### config.mk
export PLATFORM = sky130hd
export DESIGN_NAME = event_frame_parser
export DESIGN_NICKNAME = d
export VERILOG_FILES = /design/src/rtl/event_frame_parser.sv
export SDC_FILE = /design/constraint.sdc
export NUM_CORES = 1
export LEC_CHECK = 0
export ABC_AREA = 1
export BUFFER_PORTS_ARGS = -buffer_cell sky130_fd_sc_hd__buf_2
export CORE_MARGIN = 8
export CORE_UTILIZATION = 35
export CTS_CLUSTER_SIZE = 28
export DETAILED_ROUTE_END_ITERATION = 10
export PLACE_DENSITY_LB_ADDON = 0.08
export SLEW_MARGIN = 15
export SYNTH_ARGS = -nofsm -noshare
export SYNTH_HDL_FRONTEND = slang
export SYNTH_SLANG_ARGS = --single-unit
### constraint.sdc
create_clock -name CLK -period 4.1 [get_ports CLK]
set_input_delay 0.41 -clock CLK [delete_from_list [all_inputs] [get_ports CLK]]
set_output_delay 0.41 -clock CLK [all_outputs]
set_load 0.005 [all_outputs]
### src/rtl/event_frame_parser.sv
// event_frame_parser
//   Read-side consumer of the event data FIFO. Pops 32-bit event frame words,
//   checks the framing (event header, per-column header/data/footer, event
//   footer) and emits channel-pair samples plus event bookkeeping.
//
//   Latency: FIFO_RD_EN in cycle t, FIFO_DOUT consumed at the end of t+1,
//   registered outputs visible in t+2.
//
//   Optional feature macro: EVNUM_SEQ_CHECK_EN
//     When defined, the col-0 event number is checked against the last
//     completed event number + 1 (error code 4, non-fatal).
//
// Ports
//   CLK, RST_N          clock, asynchronous active-low reset
//   ENABLE, FIFO_EMPTY  read permission / FIFO status
//   FIFO_DOUT           FIFO read data (valid one cycle after FIFO_RD_EN)
//   FIFO_RD_EN          FIFO pop (combinational)
//   SAMPLE_*            decoded data word, PAIR_ID/COL_ID/EVENT_NUMBER tags
//   COL_HDR, COL_FTR    latched column header / footer half-words
//   COL_DONE, EVENT_DONE, ERR/ERR_CODE  single-cycle pulses
//   EVENT_CNT, ERR_CNT  good-event (wrapping) / error (saturating) counters
module event_frame_parser #(
  parameter int          NCOL      = 48,
  parameter int          NPAIR     = 8,
  parameter logic [31:0] EVENT_HDR = 32'hAAAAAAAA,
  parameter logic [31:0] EVENT_FTR = 32'hF0F0F0F0
) (
  input  logic        CLK,
  input  logic        RST_N,
  input  logic        ENABLE,
  input  logic        FIFO_EMPTY,
  input  logic [31:0] FIFO_DOUT,
  output logic        FIFO_RD_EN,
  output logic        SAMPLE_VALID,
  output logic [15:0] SAMPLE_LO,
  output logic [15:0] SAMPLE_HI,
  output logic [2:0]  PAIR_ID,
  output logic [5:0]  COL_ID,
  output logic [15:0] EVENT_NUMBER,
  output logic [15:0] COL_HDR,
  output logic [15:0] COL_FTR,
  output logic        COL_DONE,
  output logic        EVENT_DONE,
  output logic        ERR,
  output logic [2:0]  ERR_CODE,
  output logic [15:0] EVENT_CNT,
  output logic [15:0] ERR_CNT
);

  typedef enum logic [2:0] {
    S_IDLE, S_COLHDR, S_DATA, S_COLFTR, S_EVTFTR
  } state_t;

  state_t      r_state;
  logic        r_vld;     // FIFO_RD_EN delayed: FIFO_DOUT holds a popped word
  logic [5:0]  r_col;
  logic [2:0]  r_pair;
`ifdef EVNUM_SEQ_CHECK_EN
  logic        r_seen;    // at least one event completed since reset
  logic [15:0] r_last;    // number of the last completed event
`endif

  logic [15:0] w_hi;
  logic [15:0] w_evn;
  logic        w_is_hdr;
  logic        w_last_col;
  logic        w_last_pair;
  logic        w_ftr_ok;
  logic [15:0] w_err_inc;

  assign FIFO_RD_EN  = ENABLE & ~FIFO_EMPTY;
  assign w_hi        = FIFO_DOUT[31:16];
  assign w_evn       = FIFO_DOUT[15:0];
  assign w_is_hdr    = (FIFO_DOUT == EVENT_HDR);
  assign w_last_col  = (r_col == 6'(NCOL - 1));
  assign w_last_pair = (r_pair == 3'(NPAIR - 1));
  assign w_ftr_ok    = (FIFO_DOUT[15:6] == 10'h0) && (FIFO_DOUT[5:0] == r_col);
  assign w_err_inc   = (ERR_CNT == 16'hFFFF) ? ERR_CNT : ERR_CNT + 16'd1;

  always_ff @(posedge CLK or negedge RST_N) begin
    if (!RST_N) begin
      r_state      <= S_IDLE;
      r_vld        <= 1'b0;
      r_col        <= '0;
      r_pair       <= '0;
`ifdef EVNUM_SEQ_CHECK_EN
      r_seen       <= 1'b0;
      r_last       <= '0;
`endif
      SAMPLE_VALID <= 1'b0;
      SAMPLE_LO    <= '0;
      SAMPLE_HI    <= '0;
      PAIR_ID      <= '0;
      COL_ID       <= '0;
      EVENT_NUMBER <= '0;
      COL_HDR      <= '0;
      COL_FTR      <= '0;
      COL_DONE     <= 1'b0;
      EVENT_DONE   <= 1'b0;
      ERR          <= 1'b0;
      ERR_CODE     <= '0;
      EVENT_CNT    <= '0;
      ERR_CNT      <= '0;
    end else begin
      SAMPLE_VALID <= 1'b0;
      COL_DONE     <= 1'b0;
      EVENT_DONE   <= 1'b0;
      ERR          <= 1'b0;
      r_vld        <= FIFO_RD_EN;
      if (r_vld) begin
        case (r_state)
          S_IDLE: begin
            if (w_is_hdr) begin
              r_state <= S_COLHDR;
              r_col   <= '0;
            end
          end
          S_COLHDR: begin
            if (r_col == '0) begin
              EVENT_NUMBER <= w_evn;
              COL_HDR      <= w_hi;
              COL_ID       <= r_col;
              r_pair       <= '0;
              r_state      <= S_DATA;
`ifdef EVNUM_SEQ_CHECK_EN
              // Sequence gap is reported but the event keeps parsing.
              if (r_seen && (w_evn != r_last + 16'd1)) begin
                ERR      <= 1'b1;
                ERR_CODE <= 3'd4;
                ERR_CNT  <= w_err_inc;
              end
`endif
            end else if (w_is_hdr) begin
              // Premature event header wins over an evnum mismatch: restart
              // the frame with this word as the new event header.
              ERR      <= 1'b1;
              ERR_CODE <= 3'd5;
              ERR_CNT  <= w_err_inc;
              COL_ID   <= '0;
              r_col    <= '0;
            end else if (w_evn != EVENT_NUMBER) begin
              ERR      <= 1'b1;
              ERR_CODE <= 3'd1;
              ERR_CNT  <= w_err_inc;
              r_state  <= S_IDLE;
            end else begin
              COL_HDR <= w_hi;
              COL_ID  <= r_col;
              r_pair  <= '0;
              r_state <= S_DATA;
            end
          end
          S_DATA: begin
            // Data words are opaque: never matched against header/footer.
            SAMPLE_VALID <= 1'b1;
            SAMPLE_LO    <= FIFO_DOUT[15:0];
            SAMPLE_HI    <= FIFO_DOUT[31:16];
            PAIR_ID      <= r_pair;
            COL_ID       <= r_col;
            if (w_last_pair) r_state <= S_COLFTR;
            else             r_pair  <= r_pair + 3'd1;
          end
          S_COLFTR: begin
            if (!w_ftr_ok) begin
              ERR      <= 1'b1;
              ERR_CODE <= 3'd2;
              ERR_CNT  <= w_err_inc;
              r_state  <= S_IDLE;
            end else begin
              COL_FTR  <= w_hi;
              COL_DONE <= 1'b1;
              COL_ID   <= r_col;
              if (w_last_col) begin
                r_state <= S_EVTFTR;
              end else begin
                r_col   <= r_col + 6'd1;
                r_state <= S_COLHDR;
              end
            end
          end
          S_EVTFTR: begin
            if (FIFO_DOUT == EVENT_FTR) begin
              EVENT_DONE <= 1'b1;
              EVENT_CNT  <= EVENT_CNT + 16'd1;
`ifdef EVNUM_SEQ_CHECK_EN
              r_seen     <= 1'b1;
              r_last     <= EVENT_NUMBER;
`endif
            end else begin
              ERR      <= 1'b1;
              ERR_CODE <= 3'd3;
              ERR_CNT  <= w_err_inc;
            end
            r_state <= S_IDLE;
          end
          default: r_state <= S_IDLE;
        endcase
      end
    end
  end

endmodule

; Word-level counts from Yosys, hierarchy flattened
; Index checks and enable logic that the tools add are counted.
[totals]
regBits = 141
input_bits = 36
out_inout_bits = 129
elab_cells = 121
[op_classes]
n_eq_ne = 25
bitwise_logic = 2
add_sub_neg = 4
muxes = 54
n_reduce_logical = 18
[op_table]
columns = operator, n
row1 = $mux 16, 9
row2 = $eq 32x32->1 const B, 2
row3 = $mux 6, 8
row4 = $pmux 16 s3, 1
row5 = $mux 3, 15
row6 = $pmux 6 s3, 2
row7 = $add 16x1->16 const B, 2
row8 = $ne 2x2->1 const B, 9
row9 = $eq 16x16->1 const B, 1
row10 = $ne 16x16->1, 1
row11 = $mux 1, 14
row12 = $pmux 3 s4, 1
row13 = $reduce_and 4->1, 3
row14 = $logic_not 10->1, 1
row15 = $reduce_and 5->1, 2
row16 = $ne 3x3->1 const B, 3
row17 = $pmux 3 s3, 1
row18 = $reduce_and 3->1, 3
row19 = $reduce_bool 3->1, 3
row20 = $add 6x1->6 const B, 1
row21 = $eq 3x2->1 const B, 2
row22 = $eq 3x3->1 const B, 2
row23 = $eq 6x6->1, 1
row24 = $eq 6x6->1 const B, 1
row25 = other kinds (15), 15

; Logic depth before layout (Yosys ltp)
[logic_depth]
ltp_word = 6
mapped_depth = 14
ltp_nobuf = 13

; Worst setup path before layout
; OpenSTA, ideal clock, no wires.
[synth_timing]
kind = register to register
startpoint = register r_col[0]
endpoint = register ERR_CNT[11]
stages_incl_launch_ff = 12
synth_period_minus_slack_ps = 1755
arrival_ps = 1638
path_buffers = 1
setup_ps = 117
slack_ps = 2345
t_required_ps = 3983
path_cell_list = dfrtp_1 inv_1 ha_1 nand4_1 nor2_4 nor2_4 nand2_4 nor2_8 nand3_4 buf_8 nand2_2 nand2_1
[synth_via]
elab_chain_cells = 4
elab_cells_between_ends = 6
cone_classes = 3 x eq/ne / 3 x reduce/logical
[synth_rtl]
columns = element, line_no
row1 = start: declaration, 56  ; logic [5:0] r_col;
row2 = start signal: assignment, 176  ; r_col <= r_col + 6'd1;
row3 = $eq 6x6->1, 77  ; assign w_ftr_ok = (FIFO_DOUT[15:6] == 10'h0) && (FIFO_DOUT[5:0] == r_col);
row4 = $logic_and 1x1->1, 77
row5 = $ne 2x2->1 (no line), --
row6 = $reduce_and 6->1 (no line) *, --
row7 = end signal: assignment, 138  ; ERR_CNT <= w_err_inc;
row8 = end signal: assignment, 144  ; ERR_CNT <= w_err_inc;
row9 = end signal: assignment, 167  ; ERR_CNT <= w_err_inc;
row10 = end: declaration, 47  ; output logic [15:0] ERR_CNT
; Every way passes the cells marked *; elsewhere a longest branch is shown, timed or not.
; A chain may end at the register's enable or synchronous reset.

; Worst setup path in the final report
[layout_timing]
startpoint = register r_col[0]
endpoint = register EVENT_NUMBER[3]
[layout_via]
elab_chain_cells = 2
[layout_rtl]
columns = element, line_no
row1 = $logic_not 6->1, 119  ; if (r_col == '0) begin
row2 = $reduce_and 3->1 (no line), --
row3 = end signal: assignment, 120  ; EVENT_NUMBER <= w_evn;
row4 = end: declaration, 39  ; output logic [15:0] EVENT_NUMBER,
; No other way between the ends.

==> flow_metrics.env <==
export IMPL_drive_above_1_share_pct=21.7
export IMPL_pre_cts_slack_ps=1760
export IMPL_nets=1130
export IMPL_std_cell_rows=52
export IMPL_max_freq_mhz=426
export IMPL_routedWlPerCell_um=15.0
export IMPL_fin_crit_sh_pct=57.2
export IMPL_clock_sinks=141
export IMPL_cts_tree="yes"
export IMPL_numCtsBuffers=17
export IMPL_stdcell_area_um2=8830
export IMPL_routed_wirelength_um=20500
export IMPL_cts_setup_buffers=0
export IMPL_die_area_um2=25400
export IMPL_layout_min_cycle_time_ps=2350
export IMPL_synthCells=926
export IMPL_cts_hold_buf=0
export IMPL_skew_ps=13.1
export IMPL_cts_max_level=4
export IMPL_finalPower_mw=5.11
export IMPL_slew_viol_final=0
export IMPL_core_um2=20200
export IMPL_final_setup_viol_count=0
export IMPL_yosysWarnings=0
export IMPL_num_vias=6223
export IMPL_cts_root_buf="clkbuf_16"
export IMPL_placed_area_um2=8250
export IMPL_yosysMostFrequentCell="nand2_1"
export IMPL_seqCellArea_um2=3530
export IMPL_fin_util_pct=43.6
export IMPL_grt_pass1_wl_um=34300
export IMPL_tightest_slew_ps=907
export IMPL_ios=165
export IMPL_worstSkewPairLatency_ps=420
export IMPL_status="finished, final reports clean"
export IMPL_grt_max_degree=85
export IMPL_vias_per_cell=4.54
export IMPL_hold_viol_final=0
export IMPL_cts_resized=0
export IMPL_arrival_ps=2650
export IMPL_drt_first_iter_violations=369
export IMPL_clk_pin_slew_ps=70
export IMPL_clk_path_buf_depth=2
export IMPL_start_kind="flop"
export IMPL_ant_nets=0
export IMPL_track_usage_pct=16.6
export IMPL_vdd_drop_max_uv=262
export IMPL_synth_top_area_share_pct=49.0
export IMPL_dp_cells=1339
export IMPL_hpwlAfterDp_um=15500
export IMPL_synth_main_ff_cell="dfrtp_1"
export IMPL_path_cells="inv_1 > ha_1 > nand4_1 > nor2_4 > nand2_1 > o21ai_0"
export IMPL_crit_path_start="r_col[0]"
export IMPL_synth_area_leaders="dfrtp_1 49%, nand2_1 16%, o21ai_0 5.1%, inv_1 5.0%, nor2_1 4.3%"
export IMPL_tns_ps=0
export IMPL_r2r_start="r_col[0]"
export IMPL_worst_hold_slack_ps=46.7
export IMPL_crit_type="flop to flop"
export IMPL_setup_worst_path_end_class="flop"
export IMPL_grt_remaining_overflow=0
export IMPL_die_w_um=159
export IMPL_crit_required_ps=4400
export IMPL_stdcell_count=1371
export IMPL_cp_max_fo=32
export IMPL_drt_first_pass_iters=4
export IMPL_leakagePower_nw=4.70
export IMPL_synth_common_cells="316 x nand2_1, 141 x dfrtp_1, 96 x inv_1, 82 x nor2_1, 73 x o21ai_0"
export IMPL_start_util_pct=35.6
export IMPL_multi_input_area_um2=3150
export IMPL_ys_seq_elements=141
export IMPL_synth_area_leader_cell="dfrtp_1"
export IMPL_rsz0062_at_grt="false"
export IMPL_portBuffers=164
export IMPL_antenna_found_initial=0
export IMPL_holdCritPathClass="input pin to async pin"
export IMPL_drv_cap=0
export IMPL_place_gp_congestion=0.849
export IMPL_grt_pass1_vias=6368
export IMPL_area_growth_pct=22.7
export IMPL_cp_slowest_cell="nand2_1"
export IMPL_fillerInstances=2161
export IMPL_syn_num_nets=968
export IMPL_synth_edf_count=0
export IMPL_netlist_area_um2=7200
export IMPL_synth_async_reset_ratio_pct=100
export IMPL_slew_limit_headroom_pct=39.4
export IMPL_die_h_um=159
export IMPL_avgSynthCellArea_um2=7.77
export IMPL_yosysUniqueCellTypes=29
export IMPL_max_stage_delay_ps=550
export IMPL_seq_area_frac_synth_pct=49.0
export IMPL_setup_slack_ps=1750
export IMPL_power_density_nw_per_um2=579
export IMPL_antennaDiodeCount=0
export IMPL_drc=0
layout make-up:
class | count | share of cell area, %
sequential | 141 | 40.0
multi-input combinational | 659 | 35.7
timing repair buffer | 167 | 9.62
clock buffer | 18 | 4.86
inverter | 102 | 4.34
tap | 270 | 3.83
clock inverter | 14 | 1.70
cell families after synthesis:
group / synth area share [%]
AOI/OAI and AO/OA: 6.67
xor gates and xnor gates: 4.62
adders and majority gates: 1.04
buffers and inverters: 7.18
DFF: 49.0
and+or+nand+nor: 31.5
flip-flops by register name (all words and copies together), names as in the netlist, 6 cells and up:
signal,cells
COL_FTR,16
COL_HDR,16
COL_ID,6
ERR_CNT,16
EVENT_CNT,16
EVENT_NUMBER,16
SAMPLE_HI,16
SAMPLE_LO,16
r_col,6
power by group:
group | switching (mW) | internal [mW] | total, mW
Combinational | 0.900 | 0.613 | 1.51
Sequential | 0.297 | 1.78 | 2.07
Clock | 0.666 | 0.858 | 1.52
path summary, 6_finish.rpt:
path | endpoint | slack (ps) | depth (start not counted)
min in group CLK | r_vld | 180 | 2
setup / recovery | EVENT_NUMBER[3] | 1750 | 6
hold reg to reg | PAIR_ID[1] | 470 | 2
hold / removal | COL_FTR[3] | 50 | 1
max in group asynchronous | ERR_CNT[9] | 3120 | 2
setup reg to reg | EVENT_NUMBER[3] | 1750 | 6
cell usage in the layout, fill, tap and decap left out, types with 6 or more instances in the layout:
| master | Yosys | routed |
|---|---|---|
| nand2_1 | 316 | 316 |
| buf_2 | 17 | 163 |
| dfrtp_1 | 141 | 141 |
| inv_1 | 96 | 96 |
| nor2_1 | 82 | 82 |
| o21ai_0 | 73 | 73 |
| nand3_1 | 52 | 52 |
| o21ai_1 | 20 | 20 |
| xnor2_1 | 19 | 19 |
| xor2_1 | 19 | 19 |
| clkbuf_16 | 0 | 17 |
| nand2_2 | 16 | 16 |
| nor3_1 | 13 | 13 |
| nand4_1 | 12 | 12 |
| nor2_4 | 8 | 8 |
| nand3b_1 | 8 | 8 |
| nor2_2 | 6 | 6 |
| inv_2 | 6 | 6 |
| ha_1 | 6 | 6 |
per-layer routing:
layer	vias up	GRT usage, %	share of wire (%)
li1	3226	-	-
met1	2841	22.3	50
met2	138	26.1	45
met3	18	4.32	4.6
met4	0	4.33	1.1
met5	-	0	0
critical path: cells and delay by family (launching register included):
family                     cells  cell delay (ps)
AOI/OAI and AO/OA              1              430
adders and majority gates      1              150
buffers and inverters          1              110
DFF                            1              460
and+or+nand+nor                3             1090
Power figures use the tool's default switching activity.
